[config.mk]
export PLATFORM = sky130hd
export DESIGN_NAME = spike_tx_channel
export DESIGN_NICKNAME = d
export VERILOG_FILES = /design/src/rtl/spike_tx_channel.sv
export SDC_FILE = /design/constraint.sdc
export NUM_CORES = 1
export LEC_CHECK = 0
export BUFFER_PORTS_ARGS = -buffer_cell sky130_fd_sc_hd__buf_4
export CAP_MARGIN = 20
export CORE_UTILIZATION = 55
export CTS_CLUSTER_SIZE = 16
export DETAILED_ROUTE_END_ITERATION = 8
export HOLD_SLACK_MARGIN = 0.03
export MAX_ROUTING_LAYER = met4
export PLACE_DENSITY = 0.78
export SYNTH_ARGS = -nofsm -noshare
export SYNTH_HDL_FRONTEND = slang
export SYNTH_SLANG_ARGS = --single-unit
[constraint.sdc]
create_clock -name clk -period 3 [get_ports clk]
set_input_delay 0.3 -clock clk [delete_from_list [all_inputs] [get_ports clk]]
set_output_delay 0.3 -clock clk [all_outputs]
set_load 0.03 [all_outputs]
[src/rtl/spike_tx_channel.sv]
// Spike transmitter for one input channel. Encoder events are queued in a
// small FIFO and sent one at a time on a req/ack handshake. Each request is
// followed by one return-to-zero cycle. A request that is never acknowledged
// is abandoned after TIMEOUT cycles.
module spike_tx_channel #(
  parameter int unsigned DEPTH   = 8,
  parameter int unsigned ADDR_W  = 4,
  parameter int unsigned TIMEOUT = 255
) (
  input  logic                     clk,
  input  logic                     resetn,
  input  logic                     ev_valid,
  input  logic [ADDR_W-1:0]        ev_addr,
  output logic                     ev_ready,
  output logic                     spike_out,
  output logic [ADDR_W-1:0]        address_out,
  input  logic                     ack_in,
  output logic [$clog2(DEPTH):0]   fifo_count,
  output logic [7:0]               drop_count,
  output logic [7:0]               timeout_count
);

  localparam int unsigned PTR_W = $clog2(DEPTH);
  localparam int unsigned CNT_W = PTR_W + 1;
  localparam logic [CNT_W-1:0] FULL = CNT_W'(DEPTH);
  localparam logic [7:0] TO_LAST = 8'((TIMEOUT == 0) ? 0 : TIMEOUT - 1);
  localparam bit TO_EN = (TIMEOUT != 0);

  typedef enum logic [1:0] {IDLE, REQ, RTZ} state_t;

  state_t            state, state_nx;
  logic [ADDR_W-1:0] mem [DEPTH];
  logic [PTR_W-1:0]  wr_ptr, rd_ptr;
  logic [7:0]        timer, timer_nx;
  logic              spike_nx;
  logic              to_hit;
  logic              pop, push, drop;

  // Head leaves the FIFO whenever no request is outstanding (IDLE or RTZ).
  assign pop      = (state != REQ) && (fifo_count != '0);
  assign ev_ready = resetn && ((fifo_count < FULL) || pop);
  assign push     = ev_valid && ev_ready;
  assign drop     = ev_valid && !ev_ready;

  // Next-state and request-line logic for the handshake.
  always_comb begin
    state_nx = state;
    spike_nx = spike_out;
    timer_nx = timer;
    to_hit   = 1'b0;
    case (state)
      IDLE, RTZ: begin
        if (pop) begin
          state_nx = REQ;
          spike_nx = 1'b1;
          timer_nx = '0;
        end else begin
          state_nx = IDLE;
          spike_nx = 1'b0;
        end
      end
      REQ: begin
        if (ack_in) begin
          state_nx = RTZ;
          spike_nx = 1'b0;
        end else if (TO_EN && (timer == TO_LAST)) begin
          state_nx = RTZ;
          spike_nx = 1'b0;
          to_hit   = 1'b1;
        end else begin
          timer_nx = timer + 8'd1;
        end
      end
      default: begin
        state_nx = IDLE;
        spike_nx = 1'b0;
      end
    endcase
  end

  // State, outputs, pointers and counters.
  always_ff @(posedge clk) begin
    if (!resetn) begin
      state         <= IDLE;
      spike_out     <= 1'b0;
      address_out   <= '0;
      timer         <= '0;
      wr_ptr        <= '0;
      rd_ptr        <= '0;
      fifo_count    <= '0;
      drop_count    <= '0;
      timeout_count <= '0;
    end else begin
      state     <= state_nx;
      spike_out <= spike_nx;
      timer     <= timer_nx;
      if (pop) begin
        address_out <= mem[rd_ptr];
        rd_ptr      <= rd_ptr + PTR_W'(1);
      end
      if (push) wr_ptr <= wr_ptr + PTR_W'(1);
      case ({push, pop})
        2'b10:   fifo_count <= fifo_count + CNT_W'(1);
        2'b01:   fifo_count <= fifo_count - CNT_W'(1);
        default: fifo_count <= fifo_count;
      endcase
      if (drop && (drop_count != 8'hFF)) drop_count <= drop_count + 8'd1;
      if (to_hit && (timeout_count != 8'hFF)) timeout_count <= timeout_count + 8'd1;
    end
  end

  // FIFO storage; write is gated by ev_ready, so nothing is written in reset.
  always_ff @(posedge clk) begin
    if (push) mem[wr_ptr] <= ev_addr;
  end

endmodule
==> flow_summary.ini <==
[run_status]
status = complete, no violations

[synthesis]
syn_area_um2 = 3270
synth_cells = 293
synth_area_per_cell_um2 = 11.1
synth_top_cell_area_share = 0.294
synth_edf_count = 32
synthTopCellsByArea = edfxtp_1, dfxtp_1, mux4_2
yosysSeqAreaShare = 0.546
synth_nets = 310
synth_seq_cells = 73
synth_flop_cell = dfxtp_1
synth_warnings = 0
async_flop_share = 0
synth_top_cell_by_area = edfxtp_1
yosys.cell_types.count = 47

[cts]
htreeDepth = 3
clk_latency_ns = 0.35
cts_tree = yes
cts_setup_buffers = 0
cts.path.max_buffers = 2
path_clk_slew_ns = 0.09
postCtsHoldBufs = 0
cts_resized = 0
numCtsBuffers = 9
cts.sinks = 73
cts-root-buf = clkbuf_8

[sta]
setup_viol = 0
fin_crit_ns = 2.75
tns_ns = 0
hold_slack_ns = 0.174
period_share = 0.917
finalWorstSetupSlack_ns = 0.248
fmax_mhz = 363
relSlewSlack = 0.578
tightest_slew_ns = 0.633
skew_ns = 0.00737
rsz0062_at_grt = false
final_max_slew_viol_count = 0
hold_viol = 0

[drt]
drt_wl_total_um = 6380
drc = 0
viasPerCell = 5.98
drt-initial-drc-count = 81
wl_per_cell_um = 16.0
dr.pass1.iters = 4
num_vias = 2385
ant_nets = 0

[cells_and_area]
layout_commonest_cell = dfxtp_1
stdcell_area_um2 = 3750
post-route-util = 0.669
nNetsFinal = 339
area_delta_synth_final_pct = 14.9
drive_gt1_frac = 0.183
final_cell_mix = dfxtp_1, buf_4, edfxtp_1, a21oi_1, nand3_1
antenna_cells = 0
layout.cells.non_filler = 399

[critical_path]
start_kind = register
path_class = reg2reg
cp-end-kind = register
required_ns = 3.28
crit_arrival_ns = 3.03
crit_path_max_fanout = 12

[global_routing]
grt_usage = 0.231
grt_pass1_wl_um = 10600
grt_max_degree = 31
grt_pass1_vias = 2189
grt.overflow.total = 0
antenna_found_initial = 0

[placed_design]
dp_hpwl_um = 4330
place_ws_ns = 0.291
placed_cells = 383
place.gp.congestion = 0.811
port_buffers = 33
placed_area_um2 = 3550

[floorplan]
die_h_um = 79.1
die_area_um2 = 6250
start_util = 0.582
rows = 27
die_width_um = 79.1
core-area_um2 = 5610
ioPinCount = 34

[power_and_ir_drop]
p_per_area_nw_per_um2 = 739
p_leak_nw = 1.33
vdd_drop_max_mv = 0.465
power_mw = 2.77

[run]
cap_violations = 0

[hold_path]
hp-class = in2reg
==> worst max-delay path: stages, from the launching register on <==
cell and delay, ns:
dfxtp_1 0.35, or4_1 0.58, and2_1 0.34, ha_1 0.35
xor2_1 0.17, ha_1 0.18, a21oi_1 0.16, xor2_1 0.11
or3_1 0.31, a21oi_1 0.13
==> layout make-up <==
class	count	area (um2)
Clock buffer	9	124
Clock inverter	7	83.8
Fill cell	441	1850
Inverter	6	22.5
Multi-Input combinational cell	198	1400
Sequential cell	73	1780
Tap cell	72	90.1
Timing Repair Buffer	34	255
==> cell families after synthesis <==
kind of cell / count (synthesis) / synth area share
multiplexers: 15 / 0.0766
XOR/XNOR: 6 / 0.0161
buffers and inverters: 22 / 0.0268
AND/OR/NAND/NOR: 100 / 0.173
AO/OA/AOI/OAI: 68 / 0.128
flip-flops: 73 / 0.546
adder cells (fa/ha/maj): 9 / 0.0345
==> registers in the layout (all words and copies together) (netlist names) <==
name and flops:
timeout_count 8, address_out 4, timer 8, fifo_count 4, drop_count 8, state 2
spike_out 1, rd_ptr 3, wr_ptr 3, mem 32
==> worst paths after layout <==
check / depth (start not counted) / slack [ns] / startpoint / endpoint
setup / recovery: 9 / 0.25 / fifo_count[3] / fifo_count[2]
hold / removal: 1 / 0.17 / ev_addr[1] / mem[3][1]
setup reg to reg: 9 / 0.25 / fifo_count[3] / fifo_count[2]
hold reg to reg: 2 / 0.47 / spike_out / spike_out
==> Yosys cell counts, types with 2 or more instances <==
| cell type | instances |
|---|---|
| edfxtp_1 | 32 |
| or4_1 | 10 |
| nand3_1 | 17 |
| o41ai_1 | 2 |
| ha_1 | 9 |
| a21oi_1 | 26 |
| a31oi_1 | 5 |
| o21ai_0 | 6 |
| mux2i_1 | 7 |
| nand3b_1 | 2 |
| nor2b_1 | 2 |
| mux4_2 | 8 |
| nand2_1 | 16 |
| a211o_1 | 2 |
| nor3_1 | 6 |
| nor2_1 | 15 |
| and3_1 | 6 |
| or3_1 | 4 |
| buf_2 | 4 |
| nand4_1 | 5 |
| xor2_1 | 5 |
| o31a_1 | 2 |
| clkbuf_1 | 11 |
| dfxtp_1 | 41 |
| nand2b_1 | 3 |
| o31ai_1 | 8 |
| inv_1 | 6 |
| o211ai_1 | 3 |
| and4_1 | 3 |
| o21ai_1 | 8 |
| and2_1 | 3 |
==> layer usage <==
layer	vias to the layer above	GRT usage	routed length (um)
met3	13	0.0563	265
met4	0	0.0927	135
met5	-	-	0
li1	1179	-	-
met2	56	0.359	3140
met1	1137	0.290	2840
==> power breakdown <==
group          total [mW]  internal [mW]  switching [mW]
clock network       0.799          0.400           0.399
logic               0.754          0.314           0.440
registers            1.22           1.12           0.105
Note: power is estimated with default switching activity, not from simulation.
